`src/rtl/apb_wait_slave_if.sv`:
```
// APB bus bundle for apb_wait_slave.
// master drives psel/penable/pwrite/paddr/pwdata; slave drives prdata/pready/pslverr.
interface apb_wait_slave_if;
  logic       psel;
  logic       penable;
  logic       pwrite;
  logic [7:0] paddr;
  logic [7:0] pwdata;
  logic [7:0] prdata;
  logic       pready;
  logic       pslverr;

  modport master (
    output psel, penable, pwrite, paddr, pwdata,
    input  prdata, pready, pslverr
  );

  modport slave (
    input  psel, penable, pwrite, paddr, pwdata,
    output prdata, pready, pslverr
  );
endinterface

```
`src/rtl/apb_wait_slave.sv`:
```
// APB byte-storage slave with a fixed number of inserted wait states.
// Ports: pclk, presetn (async active-low), apb (slave modport: APB bus).
module apb_wait_slave #(
  parameter int DEPTH       = 64,
  parameter int WAIT_CYCLES = 2
) (
  input  logic             pclk,
  input  logic             presetn,
  apb_wait_slave_if.slave  apb
);

  localparam int AW = (DEPTH > 1) ? $clog2(DEPTH) : 1;

  typedef enum logic [1:0] {
    S_IDLE,
    S_WAIT,
    S_READY
  } state_t;

  state_t          r_state;
  logic [3:0]      r_cnt;
  logic [AW-1:0]   r_addr;
  logic [7:0]      r_wdata;
  logic            r_write;
  logic            r_oor;
  logic [7:0]      r_prdata;
  logic            r_pready;
  logic            r_pslverr;
  logic [7:0]      r_mem [DEPTH];

  // range test on the full 8-bit address so DEPTH=256 never flags
  logic w_oor;
  assign w_oor = {1'b0, apb.paddr} >= 9'(DEPTH);

  always_ff @(posedge pclk or negedge presetn) begin
    if (!presetn) begin
      r_state   <= S_IDLE;
      r_cnt     <= '0;
      r_addr    <= '0;
      r_wdata   <= '0;
      r_write   <= 1'b0;
      r_oor     <= 1'b0;
      r_prdata  <= '0;
      r_pready  <= 1'b0;
      r_pslverr <= 1'b0;
      for (int i = 0; i < DEPTH; i++)
        r_mem[i] <= '0;
    end else begin
      unique case (r_state)
        S_IDLE: begin
          if (apb.psel && !apb.penable) begin
            r_state <= S_WAIT;
            r_cnt   <= 4'(WAIT_CYCLES);
            r_addr  <= apb.paddr[AW-1:0];
            r_wdata <= apb.pwdata;
            r_write <= apb.pwrite;
            r_oor   <= w_oor;
          end
        end
        S_WAIT: begin
          if (!apb.psel) begin
            r_state <= S_IDLE;
            r_cnt   <= '0;
          end else if (r_cnt == '0) begin
            r_state   <= S_READY;
            r_pready  <= 1'b1;
            r_pslverr <= r_oor;
            if (!r_write)
              r_prdata <= r_oor ? 8'h00 : r_mem[r_addr];
          end else begin
            r_cnt <= r_cnt - 4'd1;
          end
        end
        S_READY: begin
          r_state   <= S_IDLE;
          r_pready  <= 1'b0;
          r_pslverr <= 1'b0;
          // a master that drops psel here abandons the write
          if (apb.psel && r_write && !r_oor)
            r_mem[r_addr] <= r_wdata;
        end
        default: begin
          r_state <= S_IDLE;
        end
      endcase
    end
  end

  assign apb.prdata  = r_prdata;
  assign apb.pready  = r_pready;
  assign apb.pslverr = r_pslverr;

endmodule

```
`src/flat_wrapper.sv`:
```
// flat-port wrapper written by rule: the top's interface ports become plain ports
module apb_wait_slave_flat 
#(
  parameter int DEPTH       = 64,
  parameter int WAIT_CYCLES = 2
)
  (pclk, presetn, apb_psel, apb_penable, apb_pwrite, apb_paddr, apb_pwdata, apb_prdata, apb_pready, apb_pslverr);
  apb_wait_slave_if apb_i ();
  input  logic pclk;
  input  logic presetn;
  input wire logic [$bits(apb_i.psel)-1:0] apb_psel;
  input wire logic [$bits(apb_i.penable)-1:0] apb_penable;
  input wire logic [$bits(apb_i.pwrite)-1:0] apb_pwrite;
  input wire logic [$bits(apb_i.paddr)-1:0] apb_paddr;
  input wire logic [$bits(apb_i.pwdata)-1:0] apb_pwdata;
  output wire logic [$bits(apb_i.prdata)-1:0] apb_prdata;
  output wire logic [$bits(apb_i.pready)-1:0] apb_pready;
  output wire logic [$bits(apb_i.pslverr)-1:0] apb_pslverr;
  assign apb_i.psel = apb_psel;
  assign apb_i.penable = apb_penable;
  assign apb_i.pwrite = apb_pwrite;
  assign apb_i.paddr = apb_paddr;
  assign apb_i.pwdata = apb_pwdata;
  assign apb_prdata = apb_i.prdata;
  assign apb_pready = apb_i.pready;
  assign apb_pslverr = apb_i.pslverr;
  apb_wait_slave #(.DEPTH(DEPTH), .WAIT_CYCLES(WAIT_CYCLES)) u_core (.pclk(pclk), .presetn(presetn), .apb(apb_i));
endmodule
```
`config.mk`:
```
export PLATFORM = sky130hd
export DESIGN_NAME = apb_wait_slave_flat
export DESIGN_NICKNAME = d
export VERILOG_FILES = /design/src/rtl/apb_wait_slave_if.sv /design/src/rtl/apb_wait_slave.sv /design/src/flat_wrapper.sv
export SDC_FILE = /design/constraint.sdc
export NUM_CORES = 1
export LEC_CHECK = 0
export BUFFER_PORTS_ARGS = -buffer_cell sky130_fd_sc_hd__buf_2
export CORE_ASPECT_RATIO = 1.2
export CORE_MARGIN = 5
export CORE_UTILIZATION = 60
export CTS_CLUSTER_SIZE = 40
export DETAILED_ROUTE_END_ITERATION = 8
export PLACE_DENSITY = 0.85
export SLEW_MARGIN = 10
export SYNTH_ARGS = -nofsm -noshare
export SYNTH_HDL_FRONTEND = slang
export SYNTH_SLANG_ARGS = --single-unit
```
`constraint.sdc`:
```
create_clock -name pclk -period 4.1 [get_ports pclk]
set_input_delay 0.41 -clock pclk [delete_from_list [all_inputs] [get_ports pclk]]
set_output_delay 0.41 -clock pclk [all_outputs]
set_load 0.02 [all_outputs]
```
==> results.sh <==
export IMPL_power_density_nw_per_um2=521
export IMPL_ys_flop_type="dfrtp_1"
export IMPL_max_freq_mhz=310
export IMPL_seqCellArea_um2=13600
export IMPL_rsz0062_at_grt="no"
export IMPL_grt_pass1_wl_um=101000
export IMPL_clkTransAtPathRegs_ns=0.07
export IMPL_drc_errors=0
export IMPL_antenna_found_initial=0
export IMPL_path_cells="buf_12 -> buf_4 -> mux2i_1 -> o22ai_1 -> o21ai_0 -> nand2_1 -> o41a_1"
export IMPL_ys_ff_latch=544
export IMPL_min_period_ns=3.23
export IMPL_drive_above_1_share=0.415
export IMPL_irDropWorstVdd_v=0.000534
export IMPL_cts_setup_buffers=0
export IMPL_ioPinCount=31
export IMPL_worst_path_max_delay_cell="dfrtp_4"
export IMPL_vias=16500
export IMPL_nets=1881
export IMPL_wl_met3_um=4750
export IMPL_wirelength_um=64500
export IMPL_clock_path_buffers=3
export IMPL_crit_path_start_kind="register"
export IMPL_floorplan_die_area_um2=45800
export IMPL_slew_headroom=0.288
export IMPL_dp_cells=2350
export IMPL_cap_viol_max_count=0
export IMPL_start_util=0.603
export IMPL_setup_violations=0
export IMPL_syn_avg_cell_area_um2=13.4
export IMPL_cp_max_fo=67
export IMPL_final_instance_count_excl_fill=2447
export IMPL_end_kind="register"
export IMPL_cts_sinks=544
export IMPL_root_buffer="clkbuf_16"
export IMPL_async_flop_share=1.00
export IMPL_period_share=0.787
export IMPL_hold_viol_final=0
export IMPL_ctsResizeCount=0
export IMPL_wl_met2_um=31200
export IMPL_postSynthCellCount=1870
export IMPL_clk_latency_ns=0.58
export IMPL_ys_warn_count=0
export IMPL_tightestPinTransition_ns=1.07
export IMPL_synth_edff_count=0
export IMPL_firstDrtPassIters=6
export IMPL_drt_iter0_markers=1743
export IMPL_hp_class="input port to register"
export IMPL_rows=82
export IMPL_first_global_vias=17400
export IMPL_htreeDepth=2
export IMPL_maxUsedRoutingLayer="met4"
export IMPL_grtUsageTotal=0.281
export IMPL_crit_path_max_incr_delay_ns=0.76
export IMPL_syn_to_final_growth_pct=9.60
export IMPL_status="complete, no violations"
export IMPL_critical_path_class="register to register"
export IMPL_numPortBuffers=30
export IMPL_die_x_um=196
export IMPL_synth_seq_area_share=0.545
export IMPL_ctsHoldBuffers=1
export IMPL_hpwlAfterDp_um=40900
export IMPL_numCtsBuffers=51
export IMPL_wl_per_cell_um=26.4
export IMPL_syn_nets=1893
export IMPL_multi_input_area_um2=10700
export IMPL_overflow=0
export IMPL_wl_met1_um=24900
export IMPL_critPathArrivalTime_ns=3.68
export IMPL_core_area_um2=41400
export IMPL_die_y_um=234
export IMPL_nFillCells=2783
export IMPL_gp_congestion=0.937
export IMPL_required_ns=4.56
export IMPL_synth_cell_types=57
export IMPL_fin_worst_skew_ns=0.0180
export IMPL_final_setup_tns_ns=0
export IMPL_synth_area_um2=25000
export IMPL_grt_max_degree=120
export IMPL_maxSlewViolCount=0
export IMPL_antenna_left=0
export IMPL_p_leak_uw=0.0134
export IMPL_viasPerCell=6.73
export IMPL_cts_tree="done"
-- cell families (layout without fill, tap and decap cells) --
group	Yosys count	count (layout)	share of synthesized area
mux	655	655	0.292
buf+inv	151	181	0.0287
simple gates	207	207	0.0435
compound gates	311	311	0.0898
flops	544	544	0.545
fa+ha+maj	2	2	0.00100
other cells	0	1	0
-- cell usage in the layout (no fill, tap or decap), types with 5 or more instances in the layout --
cell type and n:
a21o_1 6, a21oi_1 34, nor2_2 5, buf_4 46, mux2_1 14, clkbuf_8 13, o22a_1 8, nor2_1 52
mux2i_1 88, bufinv_16 5, mux2_4 8, buf_2 29, o22ai_1 44, dfrtp_2 9, a221oi_1 97, nor2_4 8
o21ai_0 56, clkbuf_16 52, clkinv_2 5, a22o_1 16, mux2_2 545, a22oi_1 25, nor2b_1 7, clkbuf_1 13
nand4_1 6, dfrtp_1 534, nand2_2 41, a221o_1 6, nand2_1 56
-- state kept, by name (all words and copies together) (netlist names) --
name,flops
u_core.r_wdata,8
u_core.r_state,2
u_core.r_write,1
u_core.r_addr,6
u_core.apb.prdata,8
u_core.r_cnt,4
u_core.apb.pready,1
u_core.r_oor,1
u_core.apb.pslverr,1
u_core.r_mem,512
-- worst paths after layout --
kind	end	from	cells after the start	slack [ns]
hold / removal	u_core.r_wdata[7]	apb_pwdata[7]	2	0.06
min in group asynchronous	u_core.r_mem[247]	presetn	2	0.53
setup / recovery	u_core.apb.prdata[3]	u_core.r_addr[2]	7	0.87
max in group asynchronous	u_core.r_wdata[7]	presetn	3	2.30
hold reg to reg	u_core.r_mem[405]	u_core.r_mem[405]	1	0.49
setup reg to reg	u_core.apb.prdata[3]	u_core.r_addr[2]	7	0.87
-- final cells by class --
cell class / count / area share
flip-flops and latches: 544 / 0.498
multi-input cells: 1175 / 0.390
clock buffers: 78 / 0.0559
well taps: 546 / 0.0250
repair buffers: 81 / 0.0218
clock inverters: 17 / 0.00878
inverters: 5 / 0.000686
diodes: 1 / 0.0000914
-- cells in the mapped netlist (2+ instances only) --
| library cell | number | area [um2] |
|---|---|---|
| a21o_1 | 6 | 45.0 |
| a21oi_1 | 34 | 170 |
| a221o_1 | 6 | 60.1 |
| a221oi_1 | 97 | 850 |
| a22o_1 | 16 | 140 |
| a22oi_1 | 25 | 188 |
| a2bb2oi_1 | 2 | 17.5 |
| a31oi_1 | 3 | 18.8 |
| and2_1 | 3 | 18.8 |
| buf_1 | 4 | 15.0 |
| buf_2 | 32 | 160 |
| buf_4 | 13 | 97.6 |
| buf_6 | 8 | 90.1 |
| clkbuf_1 | 89 | 334 |
| dfrtp_1 | 544 | 13600 |
| ha_1 | 2 | 25.0 |
| inv_1 | 3 | 11.3 |
| mux2_1 | 14 | 158 |
| mux2_2 | 545 | 6140 |
| mux2_4 | 8 | 120 |
| mux2i_1 | 88 | 881 |
| nand2_1 | 56 | 210 |
| nand2_2 | 41 | 257 |
| nand2b_1 | 4 | 25.0 |
| nand3_1 | 4 | 20.0 |
| nand4_1 | 6 | 37.5 |
| nor2_1 | 53 | 199 |
| nor2_2 | 5 | 31.3 |
| nor2_4 | 7 | 78.8 |
| nor2b_1 | 9 | 56.3 |
| nor3_1 | 3 | 15.0 |
| nor3b_2 | 2 | 25.0 |
| o21a_1 | 2 | 15.0 |
| o21ai_0 | 56 | 280 |
| o22a_1 | 8 | 70.1 |
| o22ai_1 | 44 | 275 |
| o41a_1 | 4 | 45.0 |
| or2_2 | 2 | 12.5 |
| or3_1 | 4 | 25.0 |
-- layer usage --
| metal | vias to the layer above | global-route usage |
|---|---|---|
| met4 | 0 | 0.142 |
| met1 | 8522 | 0.363 |
| li1 | 6907 | - |
| met2 | 810 | 0.457 |
| met5 | - | 0 |
| met3 | 223 | 0.0521 |
-- report_power, final --
part | internal, uW | switching, uW | total [uW]
logic | 937 | 2300 | 3230
clock network | 2900 | 2060 | 4960
registers | 5510 | 560 | 6070
-- per-stage QoR --
| stage | hold WS [ns] | total power, uW | setup slack [ns] | utilization | cell area (um2) |
|---|---|---|---|---|---|
| 3_3_place_gp | 0.458 | 9200 | 1.01 | 0.617 | 25600 |
| 2_1_floorplan | 0.114 | 8050 | 2.12 | - | 25000 |
| 4_1_cts | 0.0336 | 14200 | 0.933 | 0.660 | 27400 |
| 6_report | 0.0557 | 14300 | 0.872 | 0.660 | 27400 |
| 3_5_place_dp | 0.481 | 9280 | 0.970 | 0.617 | 25600 |
| 5_1_grt | 0.0492 | 14700 | 0.769 | 0.660 | 27400 |
-- worst max-delay path: cells and delay by family (launching register included) --
kind	cells	cell delay, ns
buf+inv	2	0.84
flops	1	0.76
simple gates	1	0.28
mux	1	0.25
compound gates	3	0.82
No activity file was read; power rests on OpenSTA's default activity.
